## src/rtl/conv_slice_feeder_if.sv

```systemverilog
// Slice-feeder bus: control inputs, the single-port RAM read port and the
// conv_buffer slice/window outputs, grouped for the feeder (master) and its environment.
interface conv_slice_feeder_if #(
  parameter int DAT_W  = 8,
  parameter int SLICE  = 3,
  parameter int IMG_W  = 32,
  parameter int IMG_H  = 32,
  parameter int ADDR_W = 10
);
  localparam int ROW_W = $clog2(IMG_H);
  localparam int COL_W = $clog2(IMG_W);

  logic                     start;
  logic                     stall;
  logic                     mem_ren;
  logic [ADDR_W-1:0]        mem_addr;
  logic [DAT_W-1:0]         mem_rdata;
  logic                     wen;
  logic                     pop;
  logic [DAT_W*SLICE-1:0]   wdata;
  logic                     win_valid;
  logic [ROW_W-1:0]         win_row;
  logic [COL_W-1:0]         win_col;
  logic                     busy;
  logic                     done;

  modport master (
    input  start, stall, mem_rdata,
    output mem_ren, mem_addr, wen, pop, wdata, win_valid, win_row, win_col, busy, done
  );

  modport slave (
    output start, stall, mem_rdata,
    input  mem_ren, mem_addr, wen, pop, wdata, win_valid, win_row, win_col, busy, done
  );
endinterface

```

## src/rtl/conv_slice_feeder.sv

```systemverilog
// Raster-scans an image in a 1-cycle-latency RAM, gathers one vertical SLICE-pixel
// column at a time, hands it to the conv_buffer (wen then pop) and flags full windows.
module conv_slice_feeder #(
  parameter int DAT_W  = 8,
  parameter int SLICE  = 3,
  parameter int IMG_W  = 32,
  parameter int IMG_H  = 32,
  parameter int ADDR_W = 10
) (
  input  logic                  clk,
  input  logic                  rst,
  conv_slice_feeder_if.master   bus
);
  localparam int ROW_W = $clog2(IMG_H);
  localparam int COL_W = $clog2(IMG_W);
  localparam int K_W   = $clog2(SLICE);

  localparam logic [COL_W-1:0] COL_LAST = COL_W'(IMG_W - 1);
  localparam logic [COL_W-1:0] COL_WIN0 = COL_W'(SLICE - 1);
  localparam logic [ROW_W-1:0] ROW_LAST = ROW_W'(IMG_H - SLICE);
  localparam logic [K_W-1:0]   K_LAST   = K_W'(SLICE - 1);

  typedef enum logic [2:0] {
    S_IDLE, S_FETCH, S_LOAD, S_WEN, S_POP, S_ADV, S_DONE
  } state_t;

  typedef logic [SLICE-1:0][DAT_W-1:0] slice_t;

  state_t            state_q, state_d;
  logic [ROW_W-1:0]  row0_q, row0_d;
  logic [COL_W-1:0]  col_q, col_d;
  logic [K_W-1:0]    k_q, k_d;
  logic              rd_valid_q, rd_valid_d;
  logic [K_W-1:0]    rd_lane_q, rd_lane_d;
  slice_t            stage_q, stage_d;
  slice_t            wdata_q, wdata_d;
  logic              win_valid_q, win_valid_d;
  logic [ROW_W-1:0]  win_row_q, win_row_d;
  logic [COL_W-1:0]  win_col_q, win_col_d;
  logic [ADDR_W-1:0] rd_addr;

  // NOTE: sequential state uses non-blocking assignments only; blocking here would
  // let downstream flops in the same edge see the new value and collapse pipeline stages.
  always_ff @(posedge clk or negedge rst) begin
    if (!rst) state_q <= S_IDLE;
    else      state_q <= state_d;
  end

  // NOTE: every combinational output gets a default first so no path infers a latch.
  always_comb begin
    state_d = state_q;
    unique case (state_q)
      S_IDLE:  if (bus.start) state_d = S_FETCH;
      S_FETCH: if (k_q == K_LAST) state_d = S_LOAD;
      S_LOAD:  state_d = S_WEN;
      S_WEN:   state_d = S_POP;
      S_POP:   state_d = S_ADV;
      S_ADV: begin
        if (!bus.stall) begin
          if (col_q != COL_LAST || row0_q != ROW_LAST) state_d = S_FETCH;
          else                                         state_d = S_DONE;
        end
      end
      S_DONE:  state_d = S_IDLE;
      default: state_d = S_IDLE;
    endcase
  end

  assign rd_addr = (ADDR_W'(row0_q) + ADDR_W'(k_q)) * ADDR_W'(IMG_W) + ADDR_W'(col_q);

  always_comb begin
    bus.mem_ren  = (state_q == S_FETCH);
    bus.mem_addr = (state_q == S_FETCH) ? rd_addr : '0;
    bus.wen      = (state_q == S_WEN);
    bus.pop      = (state_q == S_POP);
    bus.busy     = (state_q != S_IDLE) && (state_q != S_DONE);
    bus.done     = (state_q == S_DONE);
  end

  // Lanes 0..SLICE-2 collect in stage_q; wdata_q is refreshed only at the end of LOAD
  // so the slice seen by the buffer holds steady while the next column is fetched.
  always_comb begin
    row0_d      = row0_q;
    col_d       = col_q;
    k_d         = '0;
    rd_valid_d  = (state_q == S_FETCH);
    rd_lane_d   = k_q;
    stage_d     = stage_q;
    wdata_d     = wdata_q;
    win_valid_d = 1'b0;
    win_row_d   = win_row_q;
    win_col_d   = win_col_q;

    if (state_q == S_IDLE && bus.start) begin
      row0_d = '0;
      col_d  = '0;
    end
    if (state_q == S_FETCH && k_q != K_LAST) k_d = k_q + K_W'(1);
    if (rd_valid_q) stage_d[rd_lane_q] = bus.mem_rdata;
    if (state_q == S_LOAD) begin
      wdata_d          = stage_q;
      wdata_d[SLICE-1] = bus.mem_rdata;
    end
    if (state_q == S_POP && col_q >= COL_WIN0) begin
      win_valid_d = 1'b1;
      win_row_d   = row0_q;
      win_col_d   = col_q - COL_WIN0;
    end
    if (state_q == S_ADV && !bus.stall) begin
      if (col_q != COL_LAST) begin
        col_d = col_q + COL_W'(1);
      end else if (row0_q != ROW_LAST) begin
        col_d  = '0;
        row0_d = row0_q + ROW_W'(1);
      end
    end
  end

  // NOTE: the slice registers are ordinary flops, so they are cleared on reset to keep
  // wdata at zero and drop any partially gathered column.
  always_ff @(posedge clk or negedge rst) begin
    if (!rst) begin
      row0_q      <= '0;
      col_q       <= '0;
      k_q         <= '0;
      rd_valid_q  <= 1'b0;
      rd_lane_q   <= '0;
      stage_q     <= '0;
      wdata_q     <= '0;
      win_valid_q <= 1'b0;
      win_row_q   <= '0;
      win_col_q   <= '0;
    end else begin
      row0_q      <= row0_d;
      col_q       <= col_d;
      k_q         <= k_d;
      rd_valid_q  <= rd_valid_d;
      rd_lane_q   <= rd_lane_d;
      stage_q     <= stage_d;
      wdata_q     <= wdata_d;
      win_valid_q <= win_valid_d;
      win_row_q   <= win_row_d;
      win_col_q   <= win_col_d;
    end
  end

  assign bus.wdata     = wdata_q;
  assign bus.win_valid = win_valid_q;
  assign bus.win_row   = win_row_q;
  assign bus.win_col   = win_col_q;
endmodule

```

## src/flat_wrapper.sv

```systemverilog
// flat-port wrapper written by rule: the top's interface ports become plain ports
module conv_slice_feeder_flat 
#(
  parameter int DAT_W  = 8,
  parameter int SLICE  = 3,
  parameter int IMG_W  = 32,
  parameter int IMG_H  = 32,
  parameter int ADDR_W = 10
)
  (clk, rst, bus_start, bus_stall, bus_mem_rdata, bus_mem_ren, bus_mem_addr, bus_wen, bus_pop, bus_wdata, bus_win_valid, bus_win_row, bus_win_col, bus_busy, bus_done);
  conv_slice_feeder_if #(.DAT_W(DAT_W), .SLICE(SLICE), .IMG_W(IMG_W), .IMG_H(IMG_H), .ADDR_W(ADDR_W)) bus_i ();
  input  logic clk;
  input  logic rst;
  input wire logic [$bits(bus_i.start)-1:0] bus_start;
  input wire logic [$bits(bus_i.stall)-1:0] bus_stall;
  input wire logic [$bits(bus_i.mem_rdata)-1:0] bus_mem_rdata;
  output wire logic [$bits(bus_i.mem_ren)-1:0] bus_mem_ren;
  output wire logic [$bits(bus_i.mem_addr)-1:0] bus_mem_addr;
  output wire logic [$bits(bus_i.wen)-1:0] bus_wen;
  output wire logic [$bits(bus_i.pop)-1:0] bus_pop;
  output wire logic [$bits(bus_i.wdata)-1:0] bus_wdata;
  output wire logic [$bits(bus_i.win_valid)-1:0] bus_win_valid;
  output wire logic [$bits(bus_i.win_row)-1:0] bus_win_row;
  output wire logic [$bits(bus_i.win_col)-1:0] bus_win_col;
  output wire logic [$bits(bus_i.busy)-1:0] bus_busy;
  output wire logic [$bits(bus_i.done)-1:0] bus_done;
  assign bus_i.start = bus_start;
  assign bus_i.stall = bus_stall;
  assign bus_i.mem_rdata = bus_mem_rdata;
  assign bus_mem_ren = bus_i.mem_ren;
  assign bus_mem_addr = bus_i.mem_addr;
  assign bus_wen = bus_i.wen;
  assign bus_pop = bus_i.pop;
  assign bus_wdata = bus_i.wdata;
  assign bus_win_valid = bus_i.win_valid;
  assign bus_win_row = bus_i.win_row;
  assign bus_win_col = bus_i.win_col;
  assign bus_busy = bus_i.busy;
  assign bus_done = bus_i.done;
  conv_slice_feeder #(.DAT_W(DAT_W), .SLICE(SLICE), .IMG_W(IMG_W), .IMG_H(IMG_H), .ADDR_W(ADDR_W)) u_core (.clk(clk), .rst(rst), .bus(bus_i));
endmodule
```

## config.mk

```make
export PLATFORM = sky130hd
export DESIGN_NAME = conv_slice_feeder_flat
export DESIGN_NICKNAME = d
export VERILOG_FILES = /design/src/rtl/conv_slice_feeder_if.sv /design/src/rtl/conv_slice_feeder.sv /design/src/flat_wrapper.sv
export SDC_FILE = /design/constraint.sdc
export NUM_CORES = 1
export LEC_CHECK = 0
export ABC_AREA = 1
export CAP_MARGIN = 20
export CELL_PAD_IN_SITES_DETAIL_PLACEMENT = 0
export CELL_PAD_IN_SITES_GLOBAL_PLACEMENT = 1
export CORE_MARGIN = 2
export CORE_UTILIZATION = 39
export CTS_CLUSTER_SIZE = 14
export DETAILED_ROUTE_END_ITERATION = 12
export HOLD_SLACK_MARGIN = 0.08
export PLACE_DENSITY_LB_ADDON = 0.1
export SYNTH_ARGS = -nofsm -noshare
export SYNTH_HDL_FRONTEND = slang
export SYNTH_SLANG_ARGS = --single-unit
export TNS_END_PERCENT = 50
```

## constraint.sdc

```tcl
create_clock -name clk -period 2.35 [get_ports clk]
set_input_delay 0.705 -clock clk [delete_from_list [all_inputs] [get_ports clk]]
set_output_delay 0.705 -clock clk [all_outputs]
set_load 0.02 [all_outputs]
```

# Word level (Yosys, flattened, before mapping)
# Cells that the tools add are included.
[word_totals]
register_bits = 77
latch_bits = 0
mem_bits_rw = 0
mem_bits_ro = 0
in_bits = 12
output_inout_bits = 50
word_cells = 68
n_memories = 0
[op_classes]
addsub = 6
n_mul = 0
div = 0
magnitude_cmp = 3
eq_ne = 14
n_shift = 0
mux = 19
bitwise = 0
reduce_logical = 11
[op_table]
columns = ["operator", "count"]
rows = [
  ["two-way mux 5 bit", 8],
  ["bitwise mux 24 bit", 1],
  ["one-hot mux 3 bit (6 select lines)", 1],
  ["demux 8 bit (select 2 bit)", 1],
  ["two-way mux 3 bit", 4],
  ["adder 10 x 5 -> 10 bit", 1],
  ["adder 5 x 1 -> 5 bit, second input constant", 2],
  ["two-way mux 10 bit", 1],
  ["inequality test 5 bit, second input constant", 2],
  ["== test 3 bit, second input constant", 3],
  ["two-way mux 8 bit", 1],
  ["inequality test 2 bit, second input constant", 4],
  ["== test 3 x 2 -> 1 bit, second input constant", 2],
  ["logical AND 1 bit", 6],
  ["adder 5 x 2 -> 5 bit", 1],
  ["greater-or-equal comparator 5 x 2 -> 1 bit, second input constant", 1],
  ["subtractor 5 x 2 -> 5 bit, second input constant", 1],
  ["== test 3 x 1 -> 1 bit, second input constant", 1],
  ["logical NOT 3 bit", 1],
  ["less-than comparator 2 x 3 -> 1 bit, second input constant", 1],
  ["inequality test 3 bit, second input constant", 1],
  ["AND reduction 3 bit", 1],
  ["nonzero test 3 bit", 1],
  ["adder 2 x 1 -> 2 bit, second input constant", 1],
  ["other kinds (6)", 6],
]

# Logic depth before layout (Yosys ltp)
[depth]
word_depth = 6
depth_mapped = 9
ltp_nobuf = 9

# Worst setup path after synthesis
# OpenSTA, ideal clock, no wires.
[synth_timing]
path_kind = "register to output"
from = "register u_core.row0_q[0]"
to = "output port bus_mem_addr[9]"
t_arrival_ns = 1.624
required_time_ns = 1.645
path_slack_ns = 0.021
path_stages_with_launch = 7
path_buffers = 0
cell_sequence = "dfrtp_1 ha_1 inv_1 fa_1 inv_1 a21oi_1 nor3_1"
[synth_between]
elab_chain_cells = 3
[synth_rtl]
columns = ["element", "line_no", "source"]
rows = [
  ["start: declaration", "conv_slice_feeder.sv:30", "logic [ROW_W-1:0] row0_q, row0_d;"],
  ["start signal: assignment", "conv_slice_feeder.sv:134", "row0_q <= row0_d;"],
  ["adder 5 x 2 -> 5 bit", "conv_slice_feeder.sv:69", "assign rd_addr = (ADDR_W'(row0_q) + ADDR_W'(k_q)) * ADDR_W'(IMG_W) + ADDR_W'(col_q);"],
  ["adder 10 x 5 -> 10 bit", "conv_slice_feeder.sv:69", ""],
  ["two-way mux 10 bit", "conv_slice_feeder.sv:73", "bus.mem_addr = (state_q == S_FETCH) ? rd_addr : '0;"],
  ["end: declaration", "flat_wrapper.sv:18", "output wire logic [$bits(bus_i.mem_addr)-1:0] bus_mem_addr;"],
]
# No other way between the ends.

# Final worst setup path
# Ends and elaborated chain as after synthesis.

==> results.py <==
metrics = {
    "clock_network": {
        "clk_latency_ps": 330,
        "clockRootBuffer": "clkbuf_8",
        "cts-htree-levels": 3,
        "clk_path_buf_depth": 2,
        "cts-buffers-inserted": 9,
        "tritoncts_clock_tree": "yes",
        "clock-sinks": 69,
        "hold_buffers": 0,
        "clock_transition_at_the_register_clock_pins_on_the_worst_setup_and_hold_paths_after_cts_ps": 70,
    },
    "timing": {
        "layout_worst_path_cycle_share_pct": 106.3,
        "final.setup.worst_slack_ps": -148.4,
        "max_slew_margin_pct": 61.23,
        "fmax_mhz": 400.3,
        "unrepaired_setup_endpoints_after_global_routing": "true",
        "timing.hold.ws_ps": 258.7,
        "hold_viol": 0,
        "report.final.setup_viol": 3,
        "timing.setup.tns_ps": -277.8,
        "worst_clock_skew_ps": 4.688,
        "timing.final.max_slew_violations": 0,
        "worstMarginPinSlew_ps": 579.7,
        "layout_min_cycle_time_ps": 2498,
    },
    "synthesis": {
        "asyncSetResetFlopFracSynth_pct": 100.0,
        "yosys.cell_types.count": 30,
        "yosysTopAreaCellShare_pct": 54.96,
        "synth_fp_nets": 336,
        "synth_edf_count": 0,
        "flip_flop_and_latch_count_after_synthesis": 69,
        "netlist.top_cell.by_area": "dfrtp_1",
        "syn_area_um2": 3142,
        "ys.warnings.count": 0,
        "postSynthAreaPerCell_um2": 10.04,
        "synth_top_cells_by_area": "dfrtp_1 (55%), nand2_1 (8.1%), mux2_4 (6.2%)",
        "synth.yosys.seq_area_share_pct": 54.96,
        "postSynth.topFlopCell": "dfrtp_1",
        "post_synth_most_frequent_cells": "dfrtp_1 (69), nand2_1 (68), inv_1 (34)",
        "postSynthCellCount": 313,
        "synthMostInstantiatedCell": "dfrtp_1",
    },
    "worst_setup_path": {
        "critical_path_arrival_ps": 1790,
        "worstRegToRegCells": 9,
        "r2r-start": "u_core.col_q[1]$_DFF_PN0_",
        "worstPathMaxFanout": 2,
        "critical_path.slowest_cell": "fa_2",
        "critical_path_buf_inv_count": 3,
        "cp_cell_sequence": "ha_2, inv_2, fa_2, buf_6, nor3_4, nor3_1, buf_2",
        "setup.worst_path.class": "reg -> out",
        "timing.critical_path.from_type": "flop",
        "setup.reg_to_reg.worst_slack_ps": 640,
        "critical-path-top-delay-family": "adder cells",
        "critical_path_cell_count": 7,
        "crit_path_start": "u_core.row0_q[0]$_DFF_PN0_",
        "worst-endpoint-required_ps": 1640,
        "critPathCaptureType": "output pin",
        "critical_path.max_stage_delay_ps": 410,
    },
    "power_and_ir_drop": {
        "sequentialPowerShare_pct": 35.9,
        "internal-power_uw": 3437,
        "power.net_switching_uw": 1817,
        "power_switching_share_pct": 34.58,
        "power_frac_clock_pct": 22.5,
        "p_comb_share_pct": 41.6,
        "power_per_cell_area_nw_per_um2": 1237,
        "leakagePower_uw": 0.002136,
        "vdd_drop_max_uv": 660.8,
    },
    "run": {
        "maxcap_viol_count": 0,
    },
    "route": {
        "drcViolationCount": 0,
        "drtAntennaViolNets": 0,
        "via_per_inst": 4.566,
        "wl_mm": 6.340,
        "routed_wire_length_per_instance_um": 12.46,
        "via_count": 2324,
        "drt-initial-drc-count": 60,
        "firstDrtPassIters": 4,
    },
    "grt": {
        "grt_pass1_wl_mm": 10.83,
        "largest_net_degree_at_the_start_of_global_routing": 34,
        "globalRouteTotalUtil_pct": 15.66,
        "number_of_global_route_vias_before_repair": 2267,
        "grt_remaining_overflow": 0,
        "grt_antenna_before_repair": 0,
    },
    "layout": {
        "n_fill_cell": 716,
        "layout-area-overhead-vs-synth_pct": 35.25,
        "finalInstanceArea_um2": 4249,
        "multiInputGateArea_um2": 1254,
        "antenna-diode-count": 0,
        "layout-drive-gt1-share_pct": 23.83,
        "storage_cell_area_um2": 1727,
        "layout.nets": 425,
    },
    "place": {
        "gp_congestion": 0.8239,
        "placement.setup.worst_slack_ps": -300.0,
        "io_buf_count": 61,
        "hpwl_detailed_mm": 4.550,
        "detailed_place.area_um2": 3995,
    },
    "worst_hold_path": {
        "hold_path_class": "in -> async",
    },
    "floorplan": {
        "start_util_pct": 40.45,
        "die_x_um": 93.76,
        "floorplan_core_area_um2": 7767,
        "die_h_um": 93.76,
        "design.portCount": 62,
        "row_count": 32,
        "floorplan.die_area_um2": 8790,
    },
    "status": {
        "run_status": "finished with violations",
        "failed_checks": "negative setup slack",
    },
}
==> sequential cells by signal, summed over array words and instances, names as in the netlist, 2 cells and up <==
name / count
u_core.k_q: 2
u_core.bus.wdata: 24
u_core.row0_q: 5
u_core.rd_lane_q: 2
u_core.stage_q: 16
u_core.bus.win_row: 5
u_core.state_q: 3
u_core.col_q: 5
u_core.bus.win_col: 5
==> cell usage in the layout, fill, tap and decap left out, types with 8 or more instances in the layout <==
cell type	n
dfrtp_1	69
nand2_1	67
clkdlybuf4s50_1	45
inv_1	32
o21ai_0	27
buf_4	25
nor2_1	21
nand3_1	15
mux2_4	13
clkbuf_8	10
o21ai_1	9
ha_1	8
==> cells by family (layout without fill, tap and decap cells) <==
kind of cell,Yosys count,after routing,synth area share [%]
AO/OA/AOI/OAI,47,47,8.323
XOR/XNOR,5,5,1.394
adder cells (fa/ha/maj),11,11,4.620
buffers and inverters,44,138,6.332
flip-flops,69,69,54.96
multiplexers,16,16,7.288
AND/OR/NAND/NOR,121,121,17.08
==> power groups by stage <==
stage / clock [uW] / combinational, uW / sequential, uW
3_3_place_gp: 0 / 2200 / 1900
3_5_place_dp: 0 / 2220 / 1910
5_1_grt: 1260 / 2400 / 1950
6_report: 1180 / 2180 / 1890
2_1_floorplan: 0 / 975 / 2210
4_1_cts: 1220 / 2210 / 1890
==> worst register-to-register path, cell delays in order (launching register included) <==
cell	delay, ps
dfrtp_1	450
ha_1	190
nand2_1	70
nor2_1	110
ha_1	250
inv_1	60
nor2_1	170
nand2_2	150
nand3_1	100
o21ai_1	60
==> what timing repair did <==
| action | CTS | global route |
|---|---|---|
| resized for setup | 38 | 19 |
| pin swaps | 3 | 4 |
| endpoints found under the setup margin | 15 | 12 |
| setup buffers | 1 | 1 |
==> area by class of cell <==
| class | instances | share of cell area (%) |
|---|---|---|
| Clock inverter | 5 | 2.532 |
| Multi-Input combinational cell | 200 | 29.51 |
| Timing Repair Buffer | 85 | 17.67 |
| Sequential cell | 69 | 40.64 |
| Inverter | 37 | 3.327 |
| Tap cell | 102 | 3.004 |
| Clock buffer | 11 | 3.327 |
==> final timing paths <==
check / to
hold reg to reg: u_core.bus.win_row[0]$_DFFE_PN0P_
max in group asynchronous: u_core.bus.wdata[14]$_DFFE_PN0P_
hold / removal: u_core.bus.win_row[0]$_DFFE_PN0P_
setup reg to reg: u_core.row0_q[3]$_DFF_PN0_
min in group clk: u_core.bus.win_row[0]$_DFFE_PN0P_
setup / recovery: bus_mem_addr[9]
==> per-stage QoR <==
| stage | cells | utilization [%] | total power (uW) |
|---|---|---|---|
| finish | 509 | 54.70 | 5254 |
| global route | 509 | 54.70 | 5613 |
| CTS | 508 | 54.77 | 5323 |
| detailed placement | 491 | 51.43 | 4135 |
| global placement | 491 | 51.43 | 4105 |
| floorplan | 313 | - | 3189 |
==> layer usage <==
metal | track usage, % | routed length (um) | vias up
met1 | 22.30 | 3148 | 1094
met2 | 23.45 | 2906 | 38
met5 | 0 | 0 | -
li1 | - | - | 1188
met3 | 4.815 | 243 | 4
met4 | 3.744 | 42 | 0
(Power assumes the default switching activity.)
